File: src/rtl/descrambler_lfsr_5.sv
// ============================================================================
// Module   : descrambler_lfsr_5
// Brief    : 43-bit Galois LFSR descrambler with training/lock state machine.
// Revision : 1.0 - initial release
// ============================================================================
`default_nettype none

module descrambler_lfsr_5 #(
  parameter int POLY_WIDTH   = 43,
  parameter int NUM_OF_STEPS = 15,
  parameter int TRAIN_WORDS  = 16,
  parameter int ERR_THRESH   = 2
) (
  input  logic                    clk,
  input  logic                    rst,
  input  logic                    write,
  input  logic [11:0]             addr,
  input  logic [31:0]             lfsrdin,
  input  logic                    din_valid,
  input  logic [NUM_OF_STEPS-1:0] din,
  output logic [NUM_OF_STEPS-1:0] dout,
  output logic                    dout_valid,
  output logic                    lock,
  output logic                    train_fail,
  output logic [7:0]              err_cnt,
  output logic [POLY_WIDTH-1:0]   lfsr_state
);

  localparam int CNT_W = $clog2(TRAIN_WORDS + 1);

  localparam logic [11:0] C_ADDR_SEED_LO = 12'h0b4;
  localparam logic [11:0] C_ADDR_SEED_HI = 12'h0b5;
  localparam logic [11:0] C_ADDR_CTRL    = 12'h0b6;

  // Feedback mask: bit 0 plus the XOR taps at 8, 25, 30, 32, 35.
  localparam logic [POLY_WIDTH-1:0] C_TAPS      = 43'h9_4200_0101;
  localparam logic [CNT_W-1:0]      C_TRAIN_CNT = CNT_W'(TRAIN_WORDS);
  localparam logic [7:0]            C_ERR_THR   = 8'(ERR_THRESH);

  localparam logic [1:0] S_IDLE   = 2'd0;
  localparam logic [1:0] S_TRAIN  = 2'd1;
  localparam logic [1:0] S_LOCKED = 2'd2;

  logic [1:0]              state_q, state_d;
  logic [POLY_WIDTH-1:0]   lfsr_q, lfsr_d;
  logic [CNT_W-1:0]        cnt_q, cnt_d;
  logic [7:0]              err_q, err_d;
  logic                    fail_q, fail_d;
  logic                    lock_q;
  logic                    dvalid_q, dvalid_d;
  logic [NUM_OF_STEPS-1:0] dout_q, dout_d;

  logic                    w_seed_wr;
  logic                    w_ctrl_wr;
  logic                    w_advance;
  logic                    w_last_word;
  logic [NUM_OF_STEPS-1:0] w_plain;
  logic [7:0]              w_err_inc;

  function automatic logic [POLY_WIDTH-1:0] f_word_step(input logic [POLY_WIDTH-1:0] s);
    logic [POLY_WIDTH-1:0] v;
    v = s;
    for (int i = 0; i < NUM_OF_STEPS; i++) begin
      v = {v[POLY_WIDTH-2:0], 1'b0} ^ ({POLY_WIDTH{v[POLY_WIDTH-1]}} & C_TAPS);
    end
    return v;
  endfunction

  assign w_seed_wr   = write && ((addr == C_ADDR_SEED_LO) || (addr == C_ADDR_SEED_HI));
  assign w_ctrl_wr   = write && (addr == C_ADDR_CTRL);
  // A seed write in the same cycle drops the incoming word entirely.
  assign w_advance   = din_valid && !w_seed_wr && ((state_q == S_TRAIN) || (state_q == S_LOCKED));
  assign w_plain     = din ^ lfsr_q[POLY_WIDTH-1 -: NUM_OF_STEPS];
  assign w_err_inc   = ((|w_plain) && (err_q != 8'hFF)) ? err_q + 8'd1 : err_q;
  assign w_last_word = (cnt_q == CNT_W'(1));

  always_ff @(posedge clk or posedge rst) begin
    if (rst) begin
      state_q <= S_IDLE;
    end else begin
      state_q <= state_d;
    end
  end

  always_comb begin
    state_d = state_q;
    if (w_seed_wr) begin
      state_d = S_IDLE;
    end else begin
      case (state_q)
        S_IDLE:   if (w_ctrl_wr && lfsrdin[0]) state_d = S_TRAIN;
        S_TRAIN:  if (w_advance && w_last_word)
                    state_d = (w_err_inc <= C_ERR_THR) ? S_LOCKED : S_IDLE;
        S_LOCKED: state_d = S_LOCKED;
        default:  state_d = S_IDLE;
      endcase
    end
  end

  always_comb begin
    lfsr_d   = lfsr_q;
    cnt_d    = cnt_q;
    err_d    = err_q;
    fail_d   = fail_q;
    dout_d   = dout_q;
    dvalid_d = 1'b0;
    if (w_seed_wr) begin
      if (addr == C_ADDR_SEED_LO) lfsr_d[31:0] = lfsrdin;
      else                        lfsr_d[POLY_WIDTH-1:32] = lfsrdin[POLY_WIDTH-33:0];
    end else if (w_advance) begin
      lfsr_d = f_word_step(lfsr_q);
      dout_d = w_plain;
      if (state_q == S_TRAIN) begin
        err_d = w_err_inc;
        cnt_d = cnt_q - CNT_W'(1);
        if (w_last_word && (w_err_inc > C_ERR_THR)) fail_d = 1'b1;
      end else begin
        dvalid_d = 1'b1;
      end
    end
    if (w_ctrl_wr && (state_q == S_IDLE) && lfsrdin[0]) begin
      cnt_d = C_TRAIN_CNT;
      err_d = 8'd0;
    end
    if (w_ctrl_wr && lfsrdin[1]) begin
      fail_d = 1'b0;
      err_d  = 8'd0;
    end
  end

  always_ff @(posedge clk or posedge rst) begin
    if (rst) begin
      lfsr_q   <= '0;
      cnt_q    <= '0;
      err_q    <= '0;
      fail_q   <= 1'b0;
      lock_q   <= 1'b0;
      dvalid_q <= 1'b0;
      dout_q   <= '0;
    end else begin
      lfsr_q   <= lfsr_d;
      cnt_q    <= cnt_d;
      err_q    <= err_d;
      fail_q   <= fail_d;
      lock_q   <= (state_d == S_LOCKED);
      dvalid_q <= dvalid_d;
      dout_q   <= dout_d;
    end
  end

  always_comb begin
    dout       = dout_q;
    dout_valid = dvalid_q;
    lock       = lock_q;
    train_fail = fail_q;
    err_cnt    = err_q;
    lfsr_state = lfsr_q;
  end

endmodule

`default_nettype wire

File: config.mk
export PLATFORM = sky130hd
export DESIGN_NAME = descrambler_lfsr_5
export DESIGN_NICKNAME = d
export VERILOG_FILES = /design/src/rtl/descrambler_lfsr_5.sv
export SDC_FILE = /design/constraint.sdc
export NUM_CORES = 1
export LEC_CHECK = 0
export CAP_MARGIN = 20
export CORE_MARGIN = 2
export CORE_UTILIZATION = 40
export CTS_CLUSTER_DIAMETER = 150
export CTS_CLUSTER_SIZE = 28
export DETAILED_ROUTE_END_ITERATION = 8
export PLACE_DENSITY = 0.68
export SYNTH_ARGS = -nofsm -noshare
export SYNTH_HDL_FRONTEND = slang
export SYNTH_SLANG_ARGS = --single-unit
File: constraint.sdc
create_clock -name clk -period 3.2 [get_ports clk]
set_clock_uncertainty 0.15 [all_clocks]
set_input_delay 0.64 -clock clk [delete_from_list [all_inputs] [get_ports clk]]
set_output_delay 0.64 -clock clk [all_outputs]
set_load 0.01 [all_outputs]
Word level (Yosys, flattened, before mapping)
Cells that the tools add are included.

word-level totals
  output and inout bits = 69
  RAM bits = 0
  bits in read-only memories = 0
  memories = 0
  bits in latches = 0
  flip-flop bits (word level) = 76
  word-level logic and storage cells = 100

cells by class
  div/mod/pow operators = 0
  multipliers = 0
  bitwise gates (word level) = 17
  shift operators = 0
  equality and inequality tests = 13
  $add $sub $neg = 2
  mux-type cells = 27
  magnitude comparators = 2
  reductions and logical operators = 30

operator list
  cell                                                                              count
  43-bit by 36-bit bitwise XOR with 43-bit output                                   15
  43-bit 2-to-1 mux                                                                 2
  8-bit 2-to-1 mux                                                                  6
  12-bit by 8-bit == test with 1-bit output (second input constant)                 3
  32-bit 2-to-1 mux                                                                 1
  5-bit 2-to-1 mux                                                                  4
  15-bit OR reduction                                                               1
  15-bit bitwise XOR                                                                1
  2-bit nonzero test                                                                6
  1-bit logical AND                                                                 11
  11-bit 2-to-1 mux                                                                 1
  8-bit by 1-bit adder with 8-bit output (second input constant)                    1
  8-bit by 2-bit greater-than comparator with 1-bit output (second input constant)  1
  8-bit by 2-bit <= comparator with 1-bit output (second input constant)            1
  1-bit 2-to-1 mux                                                                  8
  2-bit 2-to-1 mux                                                                  4
  8-bit != test (second input constant)                                             1
  2-bit by 1-bit != test with 1-bit output (second input constant)                  3
  2-bit case mux with 3 select lines                                                1
  2-bit AND reduction                                                               3
  3-bit AND reduction                                                               2
  3-bit nonzero test                                                                2
  5-bit by 1-bit == test with 1-bit output (second input constant)                  1
  5-bit by 1-bit subtractor with 5-bit output (second input constant)               1
  other kinds (9)                                                                   11

Longest topological paths before layout
  depth after elaboration = 17
  depth in mapped cells = 10
  mapped depth without buffers = 9

Worst setup path before layout
Ideal clock, no wire load.

  path type = in2reg
  start = input port din[3]
  end = register lock_q, in the netlist lock
  setup slack = 0.405 ns
  cell stages on the path = 9
  data arrival time = 2.549 ns
  cells stage by stage = xnor2_1 -> nand4_1 -> or4_1 -> buf_2 -> nand2_1 -> mux2i_1 -> o21ai_0 -> o41a_1 -> nor4b_2

on the way
  cells in the longest elaborated chain, start to end = 10

ends and longest elaborated chain
  element                                         line  source
  start, declared                                 20    input logic [NUM_OF_STEPS-1:0] din,
  15-bit bitwise XOR                              73    assign w_plain = din ^ lfsr_q[POLY_WIDTH-1 -: NUM_OF_STEPS];
  15-bit OR reduction                             74    assign w_err_inc = ((|w_plain) && (err_q != 8'hFF)) ? err_q + 8'd1 : err_q;
  1-bit logical AND                               74
  8-bit 2-to-1 mux                                74
  8-bit by 2-bit <= comparator with 1-bit output  93    state_d = (w_err_inc <= C_ERR_THR) ? S_LOCKED : S_IDLE;
  2-bit 2-to-1 mux                                93
  2-bit 2-to-1 mux                                92    S_TRAIN: if (w_advance && w_last_word)
  2-bit case mux with 3 select lines              90    case (state_q)
  2-bit 2-to-1 mux                                87    if (w_seed_wr) begin
  2-bit == test                                   145   lock_q <= (state_d == S_LOCKED);
  end signal, assigned                            145
  end, declared                                   49    logic lock_q;

No other way between the ends.
A chain may end at the register's enable or synchronous reset.

Worst setup path in the final report
  start = input port din[0]
  end = register lock_q, in the netlist lock

Same word-level chain as after synthesis.

==> impl_metrics.json <==
{
  "seqPwrFrac_pct": 32.6,
  "crit_slowest_cell": "or4_4",
  "path_clk_slew_ns": 0.08,
  "max_slew.worst_pin.slew_ns": 0.6809,
  "crit_path_start_kind": "input port",
  "ant_nets": 0,
  "cp.required_ns": 3.30,
  "firstDrtPassIters": 4,
  "ys_types": 41,
  "finalCritPeriodShare_pct": 95.68,
  "synth_ff_type": "dfrtp_1",
  "layout.cells.non_filler": 774,
  "tritoncts": "built",
  "synth_xor_area_share_pct": 18.47,
  "muxShareOfSynthArea_pct": 2.052,
  "async_flop_share_pct": 100.0,
  "syn-cell-area_um2": 4390,
  "crit_type": "in2reg",
  "place_hpwl_um": 9632,
  "clock_latency_ns": 0.35,
  "cts_root_buf": "clkbuf_8",
  "n_antenna_cell": 0,
  "clkPwrFrac_pct": 20.2,
  "die_y_um": 108.8,
  "synth_top_area_share_pct": 43.32,
  "ys_seq_area_share_pct": 43.32,
  "htreeDepth": 3,
  "grt_antenna_before_repair": 0,
  "cap_viol_max_count": 0,
  "dp_cells": 758,
  "grt_pass1_vias": 3850,
  "yosys-top-cells-area": "dfrtp_1 43%, xnor2_1 13%, nand2_1 6.9%, o21ai_0 5.8%, nor2_1 4.6%",
  "via_count": 3932,
  "clockBufferDepth": 2,
  "power_w": 0.003963,
  "arrival_ns": 3.16,
  "synth-simple-area-share_pct": 17.53,
  "nets": 699,
  "dp_slack_ns": -0.3162,
  "p_sw_w": 0.001425,
  "hp-class": "reg2reg",
  "yosys.area.top_type": "dfrtp_1",
  "dieArea_um2": 11830,
  "layout_min_cycle_time_ns": 3.062,
  "hold_viol": 0,
  "place_congestion": 0.8690,
  "initial_utilization_pct": 40.68,
  "rows": 38,
  "finalSetupViolCount": 0,
  "drc": 0,
  "intPower_w": 0.002538,
  "synth_top_family_by_area": "XOR/XNOR gates",
  "p_comb_share_pct": 47.2,
  "slew-limit-headroom_pct": 54.28,
  "synth_nets": 564,
  "first_iter_violations": 221,
  "worst_slack_ns": 0.1381,
  "grt_pass1_wl_um": 20090,
  "drive_gt1_share_pct": 7.413,
  "synth_warnings": 0,
  "avgSynthCellArea_um2": 8.888,
  "clock_sinks": 76,
  "grt_max_degree": 77,
  "cts_buffers": 9,
  "fin_util_pct": 57.05,
  "crit_chain": "clkdlybuf4s50_1 > xnor2_1 > nand4_1 > or4_4 > nand2_1 > mux2i_1 > o21ai_0 > o41a_1 > nor4b_2",
  "status": "complete, no violations",
  "power_density_nw_per_um2": 643.6,
  "grt.total_usage_pct": 22.24,
  "wl_um": 12750,
  "synthAdderAreaFrac_pct": 1.995,
  "swShare_pct": 35.95,
  "vias_per_cell": 5.080,
  "placed_cell_area_um2": 5914,
  "core_area_um2": 10790,
  "netlist_instances": 494,
  "max_freq_mhz": 326.6,
  "ios": 132,
  "slew_violations": 0,
  "end_kind": "flop",
  "cpPeakStageDelay_ns": 0.59,
  "p_leak_nw": 2.703,
  "cp_max_fo": 6,
  "area_delta_synth_final_pct": 40.24,
  "wl_per_cell_um": 16.47,
  "gr-total-overflow": 0,
  "ir_drop_mv": 0.3944,
  "port_buffers": 131,
  "synth-seq-cells": 76,
  "synth_compound_area_share_pct": 12.85,
  "hold_buffers": 0,
  "dieWidth_um": 108.8,
  "stdcell_area_um2": 6157,
  "synth-edff-count": 0
}
-- critical path, delay by kind of cell --
| family | cells | cell delay, ns |
|---|---|---|
| AO/OA/AOI/OAI | 2 | 0.61 |
| XOR/XNOR | 1 | 0.21 |
| buffers and inverters | 1 | 0.42 |
| multiplexers | 1 | 0.23 |
| AND/OR/NAND/NOR | 4 | 1.05 |
-- path summary, 6_finish.rpt --
kind,start,to,slack [ns],depth (start not counted)
setup / recovery,din[0],lock,0.14,9
hold / removal,dout[4],dout[4],0.34,2
setup reg to reg,lfsr_state[28],lock,0.32,8
hold reg to reg,dout[4],dout[4],0.34,2
max in group asynchronous,rst,lfsr_state[3],2.01,3
min in group asynchronous,rst,dout[1],0.58,3
-- Yosys cell counts (all sizes together), types with 2 or more instances --
cell type  number
and2            2
a21oi          33
dfrtp          76
o21a            2
a21o            2
a31oi           8
nand4           5
xnor2          66
nor2           54
nand2          81
nand2b          2
nand3           8
o211ai          2
a211oi          2
mux2i           9
and3            6
o21ai          52
nor3            7
clkbuf         18
or3             2
ha              7
nor4b           2
inv             6
buf             9
xor2           24
-- layout make-up --
type | instances | area (um^2)
well taps | 140 | 175.2
fillers | 964 | 4636
multi-input cells | 385 | 2362
clock buffers | 12 | 135.1
flip-flops and latches | 76 | 1902
repair buffers | 151 | 1486
inverters | 6 | 22.52
clock inverters | 4 | 73.82
-- layout by cell type (no fill, tap or decap), drive strengths merged, types with 5 or more instances in the layout --
cell type,instances
a21oi,33
a31oi,8
and3,6
buf,20
clkbuf,12
clkdlybuf4s50,131
dfrtp,76
ha,7
inv,6
mux2i,9
nand2,81
nand3,8
nand4,5
nor2,54
nor3,7
o21ai,52
xnor2,66
xor2,24
-- power groups by stage --
stage / logic [W] / clock network (W) / registers [W]
after detailed placement: 0.00185 / 0 / 0.00130
after CTS: 0.00187 / 0.000814 / 0.00129
final: 0.00187 / 0.000800 / 0.00129
after floorplan: 0.00116 / 0 / 0.00133
after global routing: 0.00207 / 0.000862 / 0.00131
after global placement: 0.00183 / 0 / 0.00130
-- cell families (layout without fill, tap and decap cells) --
kind of cell / count (synthesis) / in the layout
flip-flops: 76 / 76
buffers and inverters: 33 / 173
multiplexers: 9 / 9
XOR/XNOR: 90 / 90
adder cells (fa/ha/maj): 7 / 7
AND/OR/NAND/NOR: 175 / 175
AO/OA/AOI/OAI: 104 / 104
-- layer usage --
metal / vias to the layer above / global-route usage, % / share of wire, % / routed length, um
met2: 145 / 33.79 / 46 / 5820
met3: 15 / 4.842 / 7.2 / 915
li1: 1915 / - / - / -
met5: - / 0 / 0 / 0
met4: 0 / 7.692 / 1.6 / 207
met1: 1857 / 31.42 / 46 / 5808
-- flip-flops by register name, indices dropped and copies added, names as in the netlist --
signal,count
dout_valid,1
dout,15
train_fail,1
cnt_q,5
lock,1
state_q,2
lfsr_state,43
err_cnt,8
-- what timing repair did --
| item | in CTS | in global routing |
|---|---|---|
| buffers inserted | 0 | 0 |
| resized for setup | 0 | 5 |
| endpoints found under the setup margin | 0 | 2 |
-- stage by stage --
stage | hold WS (ns) | setup TNS, ns
floorplan | 0.3385 | 0
global placement | 0.3278 | -0.3390
detailed placement | 0.3269 | -0.6041
CTS | 0.3441 | 0
global route | 0.3689 | -0.0002167
finish | 0.3390 | 0
(Power assumes the default switching activity.)
